<file path="src/rtl/ntt_pkg.sv">
// Shared NTT definitions: scheduler state encoding, default geometry and
// datapath widths reused by the butterfly and coefficient storage.
package ntt_pkg;

  typedef enum logic [1:0] {IDLE, RUN, DRAIN, DONE} bf_state_t;

  localparam int LOGN_DEF   = 3;
  localparam int BF_LAT_DEF = 3;

  localparam int DATA_SIZE_ARB = 32;
  localparam int COEF_W        = DATA_SIZE_ARB;
  localparam int PROD_W        = 2 * DATA_SIZE_ARB;

endpackage

</file>
<file path="src/rtl/ntt_wb_delay.sv">
// Fixed-latency delay line that replays each issued butterfly (valid bit and
// address pair) at the moment its result leaves the butterfly pipeline.
module ntt_wb_delay #(
  parameter int BF_LAT = 3,
  parameter int WIDTH  = 1
) (
  input  logic             clk,
  input  logic             clr,
  input  logic [WIDTH-1:0] d,
  output logic [WIDTH-1:0] q
);

  logic [WIDTH-1:0] pipe [BF_LAT];

  // NOTE: non-blocking assignments let every stage sample its predecessor's
  // old value, so the loop below shifts by exactly one slot per clock.
  always_ff @(posedge clk) begin
    if (clr) begin
      // NOTE: every slot is cleared (not just the output) so a butterfly
      // issued before reset can never surface later as a stray write-back.
      for (int i = 0; i < BF_LAT; i++) pipe[i] <= '0;
    end else begin
      pipe[0] <= d;
      for (int i = 1; i < BF_LAT; i++) pipe[i] <= pipe[i-1];
    end
  end

  assign q = pipe[BF_LAT-1];

endmodule

</file>
<file path="src/rtl/ntt_bf_sched.sv">
// In-place iterative NTT butterfly scheduler: issues one butterfly per cycle,
// stage by stage, draining the butterfly pipeline between stages.
module ntt_bf_sched
  import ntt_pkg::*;
#(
  parameter int LOGN   = LOGN_DEF,
  parameter int BF_LAT = BF_LAT_DEF
) (
  input  logic            clk,
  input  logic            reset,
  input  logic            start,
  output logic            busy,
  output logic            done,
  output logic [LOGN-1:0] stage,
  output logic            rd_en,
  output logic [LOGN-1:0] rd_addr0,
  output logic [LOGN-1:0] rd_addr1,
  output logic [LOGN-2:0] tw_addr,
  output logic            wr_en,
  output logic [LOGN-1:0] wr_addr0,
  output logic [LOGN-1:0] wr_addr1
);

  localparam int AW   = LOGN;
  localparam int JW   = LOGN - 1;
  localparam int CW   = (BF_LAT > 1) ? $clog2(BF_LAT) : 1;
  localparam int WB_W = 2 * AW + 1;

  localparam logic [JW-1:0] LAST_J   = '1;
  localparam logic [AW-1:0] LAST_S   = AW'(LOGN - 1);
  localparam logic [CW-1:0] LAST_CNT = CW'(BF_LAT - 1);

  typedef struct packed {
    logic [AW-1:0] a0;
    logic [AW-1:0] a1;
    logic [AW-2:0] tw;
  } bf_addr_t;

  // Butterfly j of stage s: the pair sits h = 2^s apart inside group j >> s.
  function automatic bf_addr_t bf_addr(input logic [JW-1:0] j,
                                       input logic [AW-1:0] s);
    logic [AW-1:0] jx, h, off, grp, tw_full;
    bf_addr_t r;
    jx      = AW'(j);
    h       = AW'(1) << s;
    off     = jx & (h - AW'(1));
    grp     = jx >> s;
    r.a0    = (grp << (s + AW'(1))) | off;
    r.a1    = r.a0 + h;
    tw_full = off << (AW'(LOGN - 1) - s);
    r.tw    = tw_full[AW-2:0];
    return r;
  endfunction

  bf_state_t     state;
  logic [JW-1:0] j;
  logic [CW-1:0] drain_cnt;

  logic [JW-1:0] issue_j;
  logic [AW-1:0] issue_s;
  bf_addr_t      nxt;

  logic [WB_W-1:0] wb_q;

  // Butterfly that would be issued at the coming edge, if the FSM issues one.
  always_comb begin
    // NOTE: defaults first so no path through the case leaves a signal
    // unassigned and infers a latch.
    issue_j = '0;
    issue_s = '0;
    case (state)
      RUN:     begin issue_j = j + JW'(1); issue_s = stage;          end
      DRAIN:   begin issue_j = '0;         issue_s = stage + AW'(1); end
      default: ;
    endcase
    nxt = bf_addr(issue_j, issue_s);
  end

  always_ff @(posedge clk) begin
    if (reset) begin
      state     <= IDLE;
      j         <= '0;
      drain_cnt <= '0;
      stage     <= '0;
      busy      <= 1'b0;
      done      <= 1'b0;
      rd_en     <= 1'b0;
      rd_addr0  <= '0;
      rd_addr1  <= '0;
      tw_addr   <= '0;
    end else begin
      done     <= 1'b0;
      rd_en    <= 1'b0;
      rd_addr0 <= '0;
      rd_addr1 <= '0;
      tw_addr  <= '0;
      case (state)
        IDLE: if (start) begin
          state <= RUN;
          j     <= '0;
          stage <= '0;
          busy  <= 1'b1;
          {rd_en, rd_addr0, rd_addr1, tw_addr} <= {1'b1, nxt};
        end
        RUN: begin
          if (j == LAST_J) begin
            state     <= DRAIN;
            drain_cnt <= '0;
          end else begin
            j <= issue_j;
            {rd_en, rd_addr0, rd_addr1, tw_addr} <= {1'b1, nxt};
          end
        end
        // Last write-back of the stage is on the bus when the count expires.
        DRAIN: begin
          if (drain_cnt == LAST_CNT) begin
            if (stage == LAST_S) begin
              state <= DONE;
              busy  <= 1'b0;
              done  <= 1'b1;
            end else begin
              state <= RUN;
              stage <= issue_s;
              j     <= '0;
              {rd_en, rd_addr0, rd_addr1, tw_addr} <= {1'b1, nxt};
            end
          end else begin
            drain_cnt <= drain_cnt + CW'(1);
          end
        end
        DONE:    state <= IDLE;
        default: state <= IDLE;
      endcase
    end
  end

  ntt_wb_delay #(
    .BF_LAT (BF_LAT),
    .WIDTH  (WB_W)
  ) u_wb_delay (
    .clk (clk),
    .clr (reset),
    .d   ({rd_en, rd_addr0, rd_addr1}),
    .q   (wb_q)
  );

  assign {wr_en, wr_addr0, wr_addr1} = wb_q;

endmodule

</file>
<file path="config.mk">
export PLATFORM = sky130hd
export DESIGN_NAME = ntt_bf_sched
export DESIGN_NICKNAME = d
export VERILOG_FILES = /design/src/rtl/ntt_pkg.sv /design/src/rtl/ntt_wb_delay.sv /design/src/rtl/ntt_bf_sched.sv
export SDC_FILE = /design/constraint.sdc
export NUM_CORES = 1
export LEC_CHECK = 0
export BUFFER_PORTS_ARGS = -buffer_cell sky130_fd_sc_hd__buf_2
export CORE_MARGIN = 1
export CORE_UTILIZATION = 45
export CTS_BUF_LIST = sky130_fd_sc_hd__clkbuf_2
export DETAILED_ROUTE_END_ITERATION = 12
export GPL_TIMING_DRIVEN = 0
export SETUP_SLACK_MARGIN = 0.5
export SYNTH_ARGS = -nofsm -noshare
export SYNTH_HDL_FRONTEND = slang
export SYNTH_SLANG_ARGS = --single-unit
</file>
<file path="constraint.sdc">
create_clock -name clk -period 7.25 [get_ports clk]
set_input_delay 1.0875 -clock clk [delete_from_list [all_inputs] [get_ports clk]]
set_output_delay 1.0875 -clock clk [all_outputs]
set_load 0.005 [all_outputs]
</file>
# --- Word-level counts from Yosys, hierarchy flattened ---
# Memory sizes are Yosys's and may differ from the RTL's.
# Index checks and enable logic that the tools add are counted.
classes:
  n_shift: 4
  mux: 50
  eq_ne: 13
  n_bitwise: 7
  reduce_logical: 10
  addsub: 7
ops:
  columns: ["op", "count"]
  rows:
  - ["$mux 3", 11]
  - ["$mux 2", 15]
  - ["$mux 7", 3]
  - ["$pmux 3 s3", 2]
  - ["$ne 2x2->1 const B", 7]
  - ["$pmux 2 s3", 2]
  - ["$pmux 3 s2", 2]
  - ["$mux 1", 11]
  - ["$eq 2x2->1 const B", 4]
  - ["$pmux 2 s4", 1]
  - ["$reduce_and 4->1", 2]
  - ["$add 3x1->3 const B", 2]
  - ["$reduce_and 3->1", 2]
  - ["$reduce_and 5->1", 1]
  - ["$add 2x1->2 const B", 2]
  - ["$pmux 2 s2", 1]
  - ["$reduce_bool 2->1", 2]
  - ["$add 3x3->3", 1]
  - ["$and 2x3->3", 1]
  - ["$eq 3x2->1 const B", 1]
  - ["$or 1x1->1", 3]
  - ["$or 3x3->3", 1]
  - ["$pmux 1 s3", 1]
  - ["$reduce_bool 3->1", 1]
  - ["other kinds (11)", 12]
word_totals:
  in_bits: 3
  output_inout_bits: 21
  register_bits: 20
  wordCells: 102
  memories: 1
  ram_bits: 21
memory_table:
  columns: ["memory", "depth", "width", "read_ports", "rd_clocked_by_memory_dff", "write_ports", "line_no", "rtl"]
  rows:
  - ["u_wb_delay.pipe", 3, 7, 3, 0, 3, "ntt_wb_delay.sv:13", "logic [WIDTH-1:0] pipe [BF_LAT];"]

# --- Depth between registers and ports, before layout ---
depth:
  ltp_word: 10
  depth_mapped: 14
  mapped_depth_nobuf: 13

# --- Hierarchy ---
# From an unflattened synthesis, not the netlist that was laid out.
unflattened:
  cells_unflattened: 202
  hier_area_um2: 1976.9
by_module_without_submodules:
  columns: ["mod", "area_per_inst_um2", "seq_area_each_um2", "cells_per_inst", "instances"]
  rows:
  - ["ntt_bf_sched", 1300.0, 400.4, 151, 1]
  - ["ntt_wb_delay", 676.9, 420.4, 51, 1]

# --- Least setup slack after synthesis ---
# Ideal clock, no wire load.
synth_timing:
  path_kind: "register -> register"
  startpoint: "register stage[0]"
  endpoint: "register rd_addr1[2]"
  period_less_slack_ns: 3.156
  n_path_buf: 0
  slack_ns: 4.094
  t_required_ns: 7.129
  setup_ns: 0.121
  arrival_ns: 3.034
  stages_incl_launch_ff: 14
  path_cell_list: "dfxtp_1 -> inv_1 -> ha_1 -> nand2b_1 -> a21boi_1 -> inv_1 -> ha_1 -> a211oi_1 -> a41o_1 -> ha_1 -> inv_1 -> fa_1 -> xor2_1 -> mux2_4"
synth_between:
  elab_chain_cells: 10
  word_cells_on_any_way: 16
  cone_classes: "add/sub (4); eq/ne (1); shift (3); mux (6); bitwise (2)"
synth_rtl:
  columns: ["item", "line_no", "rtl"]
  rows:
  - ["from (decl)", "ntt_bf_sched.sv:14", "output logic [LOGN-1:0] stage,"]
  - ["from (signal assigned)", "ntt_bf_sched.sv:123", "stage <= issue_s;"]
  - ["branches (longest 9 deep; another with $add 3x1->3)", null, null]
  - ["$pmux 3 s3 (*)", "ntt_bf_sched.sv:97", "case (state)"]
  - ["to (signal assigned)", "ntt_bf_sched.sv:103", "{rd_en, rd_addr0, rd_addr1, tw_addr} <= {1'b1, nxt};"]
  - ["to (signal assigned)", "ntt_bf_sched.sv:111", "{rd_en, rd_addr0, rd_addr1, tw_addr} <= {1'b1, nxt};"]
  - ["to (signal assigned)", "ntt_bf_sched.sv:125", "{rd_en, rd_addr0, rd_addr1, tw_addr} <= {1'b1, nxt};"]
  - ["to (decl)", "ntt_bf_sched.sv:17", "output logic [LOGN-1:0] rd_addr1,"]
# Every way passes the cells marked *.
# A chain may end at the register's enable or synchronous reset.

# --- Worst setup path in the final report ---
layout_timing:
  startpoint: "register state[1]"
  endpoint: "register rd_addr1[2]"
layout_between:
  elab_chain_cells: 10
  word_cells_on_any_way: 18
  cone_classes: "add/sub (3); eq/ne (2); shift (3); mux (7); bitwise (2); reduce/logical (1)"
layout_rtl:
  columns: ["item", "line_no", "rtl"]
  rows:
  - ["from (decl)", "ntt_bf_sched.sv:55", "bf_state_t state;"]
  - ["from (signal assigned)", "ntt_bf_sched.sv:81", "state <= IDLE;"]
  - ["from (signal assigned)", "ntt_bf_sched.sv:99", "state <= RUN;"]
  - ["from (signal assigned)", "ntt_bf_sched.sv:107", "state <= DRAIN;"]
  - ["branches (longest 9 deep; another with $add 3x1->3)", null, null]
  - ["$pmux 3 s3 (*)", "ntt_bf_sched.sv:97", null]
# Marks and branches as above.

==> results.yml <==
timing:
  slew_violations: 0
  rsz0062_at_grt: "no"
  period_needed_ns: 3.61
  finalClockSkew_ns: 0.0106
  worst_slew_pin_slew_ns: 0.488
  setup_viol: 0
  clock.fmax_mhz: 277
  finalCritPeriodShare_pct: 49.8
  setup_tns_ns: 0
  hold_viol: 0
  max_slew_margin_pct: 66.8
  hold_ws_ns: 0.446
pwr:
  leakagePower_nw: 0.925
  ir_worst_vdd_mv: 0.178
  p_sw_share_pct: 35.8
  p_per_area_nw_per_um2: 294
  combPwrFrac_pct: 37.4
  internal_power_w: 0.000402
  power_w: 0.000627
  p_clk_share_pct: 20.7
  switchingPower_w: 0.000224
  seqPwrFrac_pct: 41.9
synth:
  yosysTopAreaCellShare_pct: 43.5
  ys_seq_elements: 41
  ys_top_cells_by_area: "dfxtp_1, ha_1, nor2b_1"
  synth_ff_type: "dfxtp_1"
  yosys.area.top_type: "dfxtp_1"
  netlist_instances: 196
  synth.avg_cell_area_um2: 9.63
  yosysSeqAreaShare_pct: 43.5
  ys_top_cells_by_count: "dfxtp_1, nor2b_1, a21oi_1"
  syn_area_um2: 1890
  yosysMostFrequentCell: "dfxtp_1"
  async_flop_share_pct: 0
  synth_nets: 214
  yosysWarnings: 0
  synth_cell_types: 46
  synth-edff-count: 0
critical_path:
  path_cells: "inv_1, ha_1, buf_6, nand2_1, a21boi_1, inv_1, ha_1, a211oi_1, a41o_1, ha_1, inv_1, fa_1, xor2_1, mux2_4"
  max_stage_delay_ns: 0.39
  crit_fanout: 10
  start_kind: "register"
  worst_ep_required_time_ns: 7.57
  worstPathArrival_ns: 3.93
  rrSetupSlack_ns: 3.64
  worstSetupPathType: "register to register"
  crit_path_end_kind: "register"
  cpMaxStageDelayCell: "dfxtp_1"
die:
  rows: 23
  die-area_um2: 4460
  die_height_um: 66.8
  start_util_pct: 47.2
  die_x_um: 66.8
  core_area_um2: 4000
  ios: 24
routing:
  remaining_drc_errors: 0
  ant_nets: 0
  wl_met2_um: 1620
  met1_length_um: 1540
  wl_met3_um: 132
  wl_um: 3360
  drt_pre_antenna_iters: 4
  routed.top_layer: "met4"
  drtIter0Drc: 63
  dr_total_vias: 1383
  wl_per_cell_um: 12.1
  via_per_inst: 4.99
grt:
  overflow: 0
  first_global_vias: 1245
  antenna_found_initial: 0
  grt_max_degree: 14
  grt_util_all_layers_pct: 17.1
  grt_pass1_wl_um: 5530
hold_path:
  min_path_type: "register to register"
layout:
  area_growth_pct: 12.9
  post-route-util_pct: 53.3
  fin_area_um2: 2130
  nNetsFinal: 244
  antenna_cells: 0
  drive_gt1_share_pct: 23.3
  fillers: 372
clock_network:
  post-cts-setup-buffer-count: 0
  cts_max_level: 2
  cts_tree: "yes"
  clockBufferDepth: 2
  hold_buffers: 0
  cts_buffers: 5
  clkSlewWorstSetupHoldPaths_ns: 0.20
  clockRootBuffer: "clkbuf_2"
  clock-sinks: 41
  post_cts_resized: 0
  insertion_delay_ns: 0.40
placed_design:
  port_buffers: 23
  place_hpwl_um: 2550
  globalplace.congestion: 0.857
  dpl_cell_area_um2: 2060
run:
  drv_cap: 0
outcome:
  status: "complete, no violations"
-- kinds of logic after synthesis --
kind of cell | after synthesis | synth area share (%)
compound gates | 34 | 12.7
fa+ha+maj | 15 | 10.3
xor+xnor | 4 | 1.86
mux | 3 | 2.06
simple gates | 76 | 23.3
flops | 41 | 43.5
buf+inv | 23 | 6.30
-- area by class of cell --
cell class                      count  area [µm²]  area share [%]
Buffer                             11        72.6            3.41
Clock buffer                        5        25.0            1.17
Clock inverter                      3        41.3            1.94
Inverter                           12        46.3            2.17
Multi-Input combinational cell    132         947            44.5
Sequential cell                    41         821            38.5
Tap cell                           50        62.6            2.94
Timing Repair Buffer               23         115            5.40
-- power groups by stage --
| stage | combinational (W) | sequential (W) | clock (W) |
|---|---|---|---|
| floorplan | 0.000178 | 0.000266 | 0 |
| global placement | 0.000227 | 0.000266 | 0 |
| detailed placement | 0.000233 | 0.000267 | 0 |
| CTS | 0.000234 | 0.000263 | 0.000135 |
| global route | 0.000261 | 0.000266 | 0.000147 |
| finish | 0.000234 | 0.000263 | 0.000130 |
-- worst max-delay path: cells and delay by family (launching register included) --
kind,cells,cell delay [ns]
DFF,1,0.39
xor gates and xnor gates,1,0.23
muxes,1,0.32
buffers and inverters,4,0.47
and+or+nand+nor,1,0.06
AOI/OAI and AO/OA,3,0.82
adders and majority gates,4,1.25
-- worst paths after layout --
check / startpoint / endpoint / cells after the start
worst max-delay path: state[1]$_SDFFE_PP0P_ / rd_addr1[2]$_SDFF_PP0_ / 14
worst min-delay path: u_wb_delay.pipe[0][6]$_SDFF_PP0_ / u_wb_delay.pipe[0][13]$_SDFF_PP0_ / 1
worst max register to register: state[1]$_SDFFE_PP0P_ / rd_addr1[2]$_SDFF_PP0_ / 14
worst min register to register: u_wb_delay.pipe[0][6]$_SDFF_PP0_ / u_wb_delay.pipe[0][13]$_SDFF_PP0_ / 1
-- cells in the final DEF, fill, tap and decap left out, drive strengths merged, types with 3 or more instances in the layout --
cell | netlist | final
a21oi | 15 | 15
ha | 14 | 14
nor3 | 4 | 4
and2 | 3 | 3
nor2 | 11 | 11
dfxtp | 41 | 41
o21ai | 5 | 5
nand3 | 4 | 4
nand2b | 9 | 9
or2 | 3 | 3
buf | 8 | 31
xor2 | 3 | 3
nor2b | 24 | 24
clkbuf | 3 | 8
nand2 | 12 | 12
inv | 11 | 11
-- per-layer routing --
layer	global-route usage, %	up-vias
li1	-	709
met1	18.9	643
met2	29.0	25
met3	5.48	6
met4	8.78	0
met5	0	-
-- flip-flops by register name, indices dropped and copies added, names as in the netlist, 2 cells and up --
register and count:
drain_cnt 2, u_wb_delay.pipe 21, j 2, tw_addr 2, rd_addr0 3, state 2
stage 3, rd_addr1 3
-- per-stage QoR --
step	std cells	setup WS [ns]
global placement	269	3.72
detailed placement	269	3.67
floorplan	196	4.09
global route	277	3.45
finish	277	3.64
CTS	277	3.64
Power figures use the tool's default switching activity.
